## src/rtl/prefix_adder_pipe_pkg.sv

```systemverilog
// Shared definitions for the pipelined parallel-prefix adder.
//   LEN_DATA        default datapath width
//   ADD_OP/SUB_OP   encodings of the op_sub input
//   gp_t / gp_cell  generate/propagate pair and the prefix combine operator
package prefix_adder_pipe_pkg;

    localparam int   LEN_DATA = 32;
    localparam logic ADD_OP   = 1'b0;
    localparam logic SUB_OP   = 1'b1;

    typedef struct packed {
        logic g;
        logic p;
    } gp_t;

    // Combine a higher-order (G,P) span with the adjacent lower-order span.
    function automatic gp_t gp_cell(input gp_t hi, input gp_t lo);
        gp_t r;
        r.g = hi.g | (hi.p & lo.g);
        r.p = hi.p & lo.p;
        return r;
    endfunction

endpackage

```

## src/rtl/prefix_adder_pipe_level.sv

```systemverilog
// One combinational Kogge-Stone prefix level.
// Bits at or above DIST combine with the span DIST positions below;
// lower bits pass through unchanged.
//   g_in, p_in    group generate/propagate entering the level
//   g_out, p_out  group generate/propagate leaving the level
module prefix_adder_pipe_level
    import prefix_adder_pipe_pkg::*;
#(
    parameter int WIDTH = LEN_DATA,
    parameter int DIST  = 1
) (
    input  logic [WIDTH-1:0] g_in,
    input  logic [WIDTH-1:0] p_in,
    output logic [WIDTH-1:0] g_out,
    output logic [WIDTH-1:0] p_out
);

    for (genvar i = 0; i < WIDTH; i++) begin : g_bit
        if (i >= DIST) begin : g_cell
            gp_t hi;
            gp_t lo;
            gp_t res;
            assign hi       = {g_in[i], p_in[i]};
            assign lo       = {g_in[i-DIST], p_in[i-DIST]};
            assign res      = gp_cell(hi, lo);
            assign g_out[i] = res.g;
            assign p_out[i] = res.p;
        end else begin : g_pass
            assign g_out[i] = g_in[i];
            assign p_out[i] = p_in[i];
        end
    end

endmodule

```

## src/rtl/prefix_adder_pipe.sv

```systemverilog
// Pipelined Kogge-Stone adder/subtractor with valid/ready flow control.
// All clog2(WIDTH) prefix levels are built; a register stage follows every
// REG_EVERY-th level (none internal when REG_EVERY == 0). Latency from the
// accepting cycle to out_valid is 2 + (REG_EVERY ? (LEVELS-1)/REG_EVERY : 0).
//   clk, rst              clock and synchronous active-high reset
//   in_valid, in_ready    operand handshake
//   op_sub                0: a+b+cin, 1: a-b (cin ignored)
//   a, b, cin             operands and carry-in
//   out_valid, out_ready  result handshake
//   sum, cout, ovf, zero  result, carry out of MSB, signed overflow, sum==0
module prefix_adder_pipe
    import prefix_adder_pipe_pkg::*;
#(
    parameter int WIDTH     = LEN_DATA,
    parameter int REG_EVERY = 2
) (
    input  logic             clk,
    input  logic             rst,
    input  logic             in_valid,
    output logic             in_ready,
    input  logic             op_sub,
    input  logic [WIDTH-1:0] a,
    input  logic [WIDTH-1:0] b,
    input  logic             cin,
    output logic             out_valid,
    input  logic             out_ready,
    output logic [WIDTH-1:0] sum,
    output logic             cout,
    output logic             ovf,
    output logic             zero
);

    localparam int LEVELS = $clog2(WIDTH);
    // Safe divisor so the modulo below stays legal when REG_EVERY is 0.
    localparam int RE_DIV = (REG_EVERY != 0) ? REG_EVERY : 1;

    // Whole pipe moves as one; a stalled output freezes every stage.
    logic adv;
    assign adv      = out_ready | ~out_valid;
    assign in_ready = adv;

    // ---- Stage 0: operand capture (subtraction folded into b and c0) ----
    logic [WIDTH-1:0] a_p0, bx_p0;
    logic             c0_p0, vld_p0;

    always_ff @(posedge clk) begin
        if (rst)      vld_p0 <= 1'b0;
        else if (adv) vld_p0 <= in_valid;
    end

    always_ff @(posedge clk) begin
        if (adv) begin
            a_p0  <= a;
            bx_p0 <= (op_sub == SUB_OP) ? ~b : b;
            c0_p0 <= (op_sub == ADD_OP) ? cin : 1'b1;
        end
    end

    // Element k holds what enters prefix level k; LEVELS+1 feeds the sum stage.
    logic [WIDTH-1:0] lg [1:LEVELS+1];
    logic [WIDTH-1:0] lp [1:LEVELS+1];
    logic [WIDTH-1:0] pb [1:LEVELS+1];
    logic             c0s [1:LEVELS+1];
    logic             vs  [1:LEVELS+1];

    // Carry-in enters as extra generate at bit 0, so every G[i] includes it.
    assign lg[1]  = (a_p0 & bx_p0) |
                    {{(WIDTH-1){1'b0}}, (a_p0[0] ^ bx_p0[0]) & c0_p0};
    assign lp[1]  = a_p0 ^ bx_p0;
    assign pb[1]  = a_p0 ^ bx_p0;
    assign c0s[1] = c0_p0;
    assign vs[1]  = vld_p0;

    for (genvar k = 1; k <= LEVELS; k++) begin : g_lvl
        logic [WIDTH-1:0] g_k, p_k;

        prefix_adder_pipe_level #(
            .WIDTH(WIDTH),
            .DIST (1 << (k - 1))
        ) u_level (
            .g_in (lg[k]),
            .p_in (lp[k]),
            .g_out(g_k),
            .p_out(p_k)
        );

        if ((REG_EVERY != 0) && (k % RE_DIV == 0) && (k < LEVELS)) begin : g_reg
            // ---- Stage boundary after prefix level k ----
            logic [WIDTH-1:0] g_pk, p_pk, pb_pk;
            logic             c0_pk, vld_pk;

            always_ff @(posedge clk) begin
                if (rst)      vld_pk <= 1'b0;
                else if (adv) vld_pk <= vs[k];
            end

            always_ff @(posedge clk) begin
                if (adv) begin
                    g_pk  <= g_k;
                    p_pk  <= p_k;
                    pb_pk <= pb[k];
                    c0_pk <= c0s[k];
                end
            end

            assign lg[k+1]  = g_pk;
            assign lp[k+1]  = p_pk;
            assign pb[k+1]  = pb_pk;
            assign c0s[k+1] = c0_pk;
            assign vs[k+1]  = vld_pk;
        end else begin : g_comb
            assign lg[k+1]  = g_k;
            assign lp[k+1]  = p_k;
            assign pb[k+1]  = pb[k];
            assign c0s[k+1] = c0s[k];
            assign vs[k+1]  = vs[k];
        end
    end

    // Carry into bit i is the group generate of bits [i-1:0].
    logic [WIDTH-1:0] gf, carry, sum_d;
    assign gf    = lg[LEVELS+1];
    assign carry = {gf[WIDTH-2:0], c0s[LEVELS+1]};
    assign sum_d = pb[LEVELS+1] ^ carry;

    // ---- Output stage: sum and flags ----
    always_ff @(posedge clk) begin
        if (rst) begin
            out_valid <= 1'b0;
            sum       <= '0;
            cout      <= 1'b0;
            ovf       <= 1'b0;
            zero      <= 1'b0;
        end else if (adv) begin
            out_valid <= vs[LEVELS+1];
            sum       <= sum_d;
            cout      <= gf[WIDTH-1];
            ovf       <= gf[WIDTH-1] ^ gf[WIDTH-2];
            zero      <= (sum_d == '0);
        end
    end

endmodule

```

## config.mk

```make
export PLATFORM = sky130hd
export DESIGN_NAME = prefix_adder_pipe
export DESIGN_NICKNAME = d
export VERILOG_FILES = /design/src/rtl/prefix_adder_pipe_pkg.sv /design/src/rtl/prefix_adder_pipe_level.sv /design/src/rtl/prefix_adder_pipe.sv
export SDC_FILE = /design/constraint.sdc
export NUM_CORES = 1
export LEC_CHECK = 0
export BUFFER_PORTS_ARGS = -buffer_cell sky130_fd_sc_hd__buf_2
export CAP_MARGIN = 20
export CORE_MARGIN = 2
export CORE_UTILIZATION = 55
export DETAILED_ROUTE_END_ITERATION = 7
export PLACE_DENSITY = 0.73
export SLEW_MARGIN = 40
export SYNTH_ARGS = -nofsm -noshare
export SYNTH_HDL_FRONTEND = slang
export SYNTH_SLANG_ARGS = --single-unit
```

## constraint.sdc

```tcl
create_clock -name clk -period 6.4 [get_ports clk]
set_input_delay 0.96 -clock clk [delete_from_list [all_inputs] [get_ports clk]]
set_output_delay 0.96 -clock clk [all_outputs]
set_load 0.03 [all_outputs]
```

==> insert_results.sql <==
INSERT INTO impl_metrics (metric_group, metric, value, unit) VALUES
('power_and_ir_drop', 'power.share.sequential', '52.3', '%'),
('yosys', 'synth_edf_count', '239', ''),
('detailed_routing', 'detail_route.first_pass.iterations', '5', ''),
('power_and_ir_drop', 'power.share.switching', '24.83', '%'),
('placement', 'placed_cell_area', '0.01163', 'mm²'),
('worst_setup_path', 'cp.buffers_inverters', '3', ''),
('timing', 'fmax', '0.2836', 'GHz'),
('yosys', 'synth.cell_area', '0.01080', 'mm²'),
('detailed_routing', 'drc_errors', '0', ''),
('clocking', 'postCtsHoldBufs', '0', ''),
('clocking', 'cts.clk_slew.worst_paths', '0.06', 'ns'),
('yosys', 'yosysSeqAreaShare', '73.71', '%'),
('power_and_ir_drop', 'power_report.internal_total', '3.471', 'mW'),
('layout', 'postLayoutCoreUtil', '64.89', '%'),
('hold_path', 'hold_path.startpoint', 'g_lvl[2].g_reg.pb_pk[26]', ''),
('worst_setup_path', 'critPathArrivalTime', '2.57', 'ns'),
('yosys', 'synthSimpleGateAreaFrac', '7.731', '%'),
('clocking', 'h-tree-depth', '1', ''),
('timing', 'setup_tns_final', '0', 'ns'),
('timing', 'period_utilization', '55.10', '%'),
('worst_setup_path', 'critical_path_class', 'in -> out', ''),
('clocking', 'number_of_resized_instances_in_the_post_cts_repair_step', '0', ''),
('worst_setup_path', 'critical_path.most_common_cell', 'buf_2', ''),
('detailed_routing', 'routed_via_density', '5.241', ''),
('power_and_ir_drop', 'vdd.ir_drop.worst', '0.0002358', 'V'),
('yosys', 'synth-xor-area-share', '5.274', '%'),
('grt', 'grt_pass1_vias', '5734', ''),
('timing', 'timing.max_slew.rel_slack', '54.52', '%'),
('worst_setup_path', 'worst_path_max_delay_cell', 'clkinv_8', ''),
('worst_setup_path', 'worstSetupStartpointType', 'primary input', ''),
('layout', 'area_delta_synth_final', '16.21', '%'),
('yosys', 'synth_cell_types', '30', ''),
('detailed_routing', 'ant_nets', '0', ''),
('yosys', 'synth_top_family_by_area', 'compound AO/OA/AOI/OAI gates', ''),
('layout', 'drive_above_1_share', '17.59', '%'),
('grt', 'antenna_found_initial', '0', ''),
('clocking', 'cts_tree', 'done', ''),
('layout', 'fillers', '1420', ''),
('die', 'design.die.area', '0.02076', 'mm²'),
('clocking', 'cts_root_buffer', 'clkbuf_16', ''),
('clocking', 'max-clock-path-buffers', '3', ''),
('clocking', 'clock-sinks', '278', ''),
('timing', 'grt_setup_unrepaired', 'no', ''),
('layout', 'n_antenna_cell', '0', ''),
('placement', 'detailedPlacementHpwl', '13.34', 'mm'),
('timing', 'hold_viol', '0', ''),
('worst_setup_path', 'critical_path.max_fanout', '135', ''),
('timing', 'report.final.setup_viol', '0', ''),
('power_and_ir_drop', 'comb_power_share', '13.1', '%'),
('run', 'max_cap_viol_count', '0', ''),
('grt', 'groute.usage.overall', '18.67', '%'),
('layout', 'nNetsFinal', '979', ''),
('yosys', 'synth_seq_cells', '278', ''),
('power_and_ir_drop', 'clock_power_share', '34.6', '%'),
('detailed_routing', 'number_of_vias_in_the_routed_layout', '6095', ''),
('yosys', 'postSynth.asyncResetShare', '0', '%'),
('timing', 'timing.final.crit_period', '3.526', 'ns'),
('yosys', 'synthesis.instances', '755', ''),
('die', 'std_cell_core_area', '0.01933', 'mm²'),
('detailed_routing', 'route.met2.wl', '8.468', 'mm'),
('layout', 'fin_area', '0.01255', 'mm²'),
('worst_setup_path', 'crit_required', '5.44', 'ns'),
('detailed_routing', 'm1_wire_length', '8.622', 'mm'),
('power_and_ir_drop', 'switchingPower', '1.146', 'mW'),
('placement', 'port_buffers', '106', ''),
('hold_path', 'min-delay-path-class', 'reg -> reg', ''),
('placement', 'finalWeightedCongestion', '0.8452', ''),
('run_status', 'outcome', 'finished, final reports clean', ''),
('worst_setup_path', 'setup.worst_path.end_class', 'primary output', ''),
('detailed_routing', 'wire_length_on_met3', '1.376', 'mm'),
('yosys', 'synth_adder_area_share', '3.709', '%');
[layout by cell type, fill, tap and decap left out, types with 7 or more instances in the layout]
cell	count
dfxtp_1	39
xnor2_1	33
o21bai_1	8
a21o_1	16
a21oi_1	73
o21ai_0	36
buf_2	105
nand2_1	96
clkinv_2	7
inv_1	9
a211oi_1	19
nand2b_1	7
xor2_1	32
nand3_1	8
nor2_1	60
clkbuf_16	27
edfxtp_1	239
ha_1	32
[power groups by stage]
| stage | Combinational, mW | Clock (mW) | Sequential [mW] |
|---|---|---|---|
| after floorplan | 0.329 | 0 | 2.49 |
| after global placement | 0.592 | 0 | 2.45 |
| after detailed placement | 0.600 | 0 | 2.45 |
| after CTS | 0.605 | 1.63 | 2.42 |
| after global routing | 0.671 | 1.70 | 2.44 |
| final | 0.603 | 1.60 | 2.42 |
[path summary, 6_finish.rpt]
kind              cells after the start                        to  slack [ns]
hold / removal                        0  g_lvl[4].g_reg.pb_pk[26]        0.41
hold reg to reg                       0  g_lvl[4].g_reg.pb_pk[26]        0.41
setup / recovery                      4                  in_ready        2.87
setup reg to reg                      6                    sum[2]        4.05
[worst register-to-register path: cells and delay by family (launching register included)]
kind,cells,cell delay (ns)
AOI/OAI and AO/OA,1,0.05
buffers and inverters,3,1.29
DFF,1,0.31
and+or+nand+nor,2,0.53
[cell type report]
class                      count  area (µm²)  share of cell area [%]
clock buffer                  32       694.4                   5.535
clock inverter                18       212.7                   1.695
inverter                      10       50.05                  0.3989
multi-input combinational    451        2728                   21.74
sequential                   278        7958                   63.43
tap                          265       331.6                   2.643
timing repair buffer         109       571.8                   4.558
[through the flow]
step	worst slack (ns)	hold WS [ns]	instances	power, mW
5_1_grt	2.753	0.4228	1163	4.815
3_3_place_gp	2.704	0.4023	1112	3.041
3_5_place_dp	2.842	0.4045	1113	3.054
2_1_floorplan	1.137	0.4003	755	2.822
6_report	2.874	0.4149	1163	4.618
4_1_cts	2.827	0.4164	1163	4.651
[cells in the mapped netlist (2+ instances only)]
master      n  area share [%]
nor4_1      4            0.23
nor2_1     60             2.1
o21ai_0    36             1.7
a21o_1     16             1.1
inv_1       9            0.31
xor2_1     32             2.6
a21oi_2     5            0.41
nand3_1     8            0.37
edfxtp_1  239              66
o21ai_1     2           0.093
nor2b_1     6            0.35
nand4_1     4            0.23
nand2_1    96             3.3
nor3_1      2           0.093
nand3b_1    2            0.14
clkbuf_1    7            0.24
a21oi_1    73             3.4
and4_1      3            0.24
nand2b_1    7            0.41
ha_1       32             3.7
buf_2       8            0.37
o21bai_1    8            0.56
xnor2_1    33             2.7
a211oi_1   19             1.3
dfxtp_1    39             7.2
[cells by family (layout without fill, tap and decap cells)]
group | count (synthesis) | after routing
AO/OA/AOI/OAI | 159 | 159
XOR/XNOR | 65 | 65
adder cells (fa/ha/maj) | 32 | 32
buffers and inverters | 26 | 169
flip-flops | 278 | 278
AND/OR/NAND/NOR | 195 | 195
[flip-flops by register name (all words and copies together) (netlist names), 2 cells and up]
name,flops
g_lvl.g_reg.g_pk,64
g_lvl.g_reg.pb_pk,62
g_lvl.g_reg.p_pk,46
a_p0,32
bx_p0,32
sum,32
g_lvl.g_reg.c0_pk,2
g_lvl.g_reg.vld_pk,2
[per-layer routing]
layer	track usage (%)	vias to the layer above
met3	3.113	35
li1	-	3024
met4	5.882	0
met1	27.67	2835
met2	28.67	201
met5	0	-
Power figures use the tool's default switching activity.
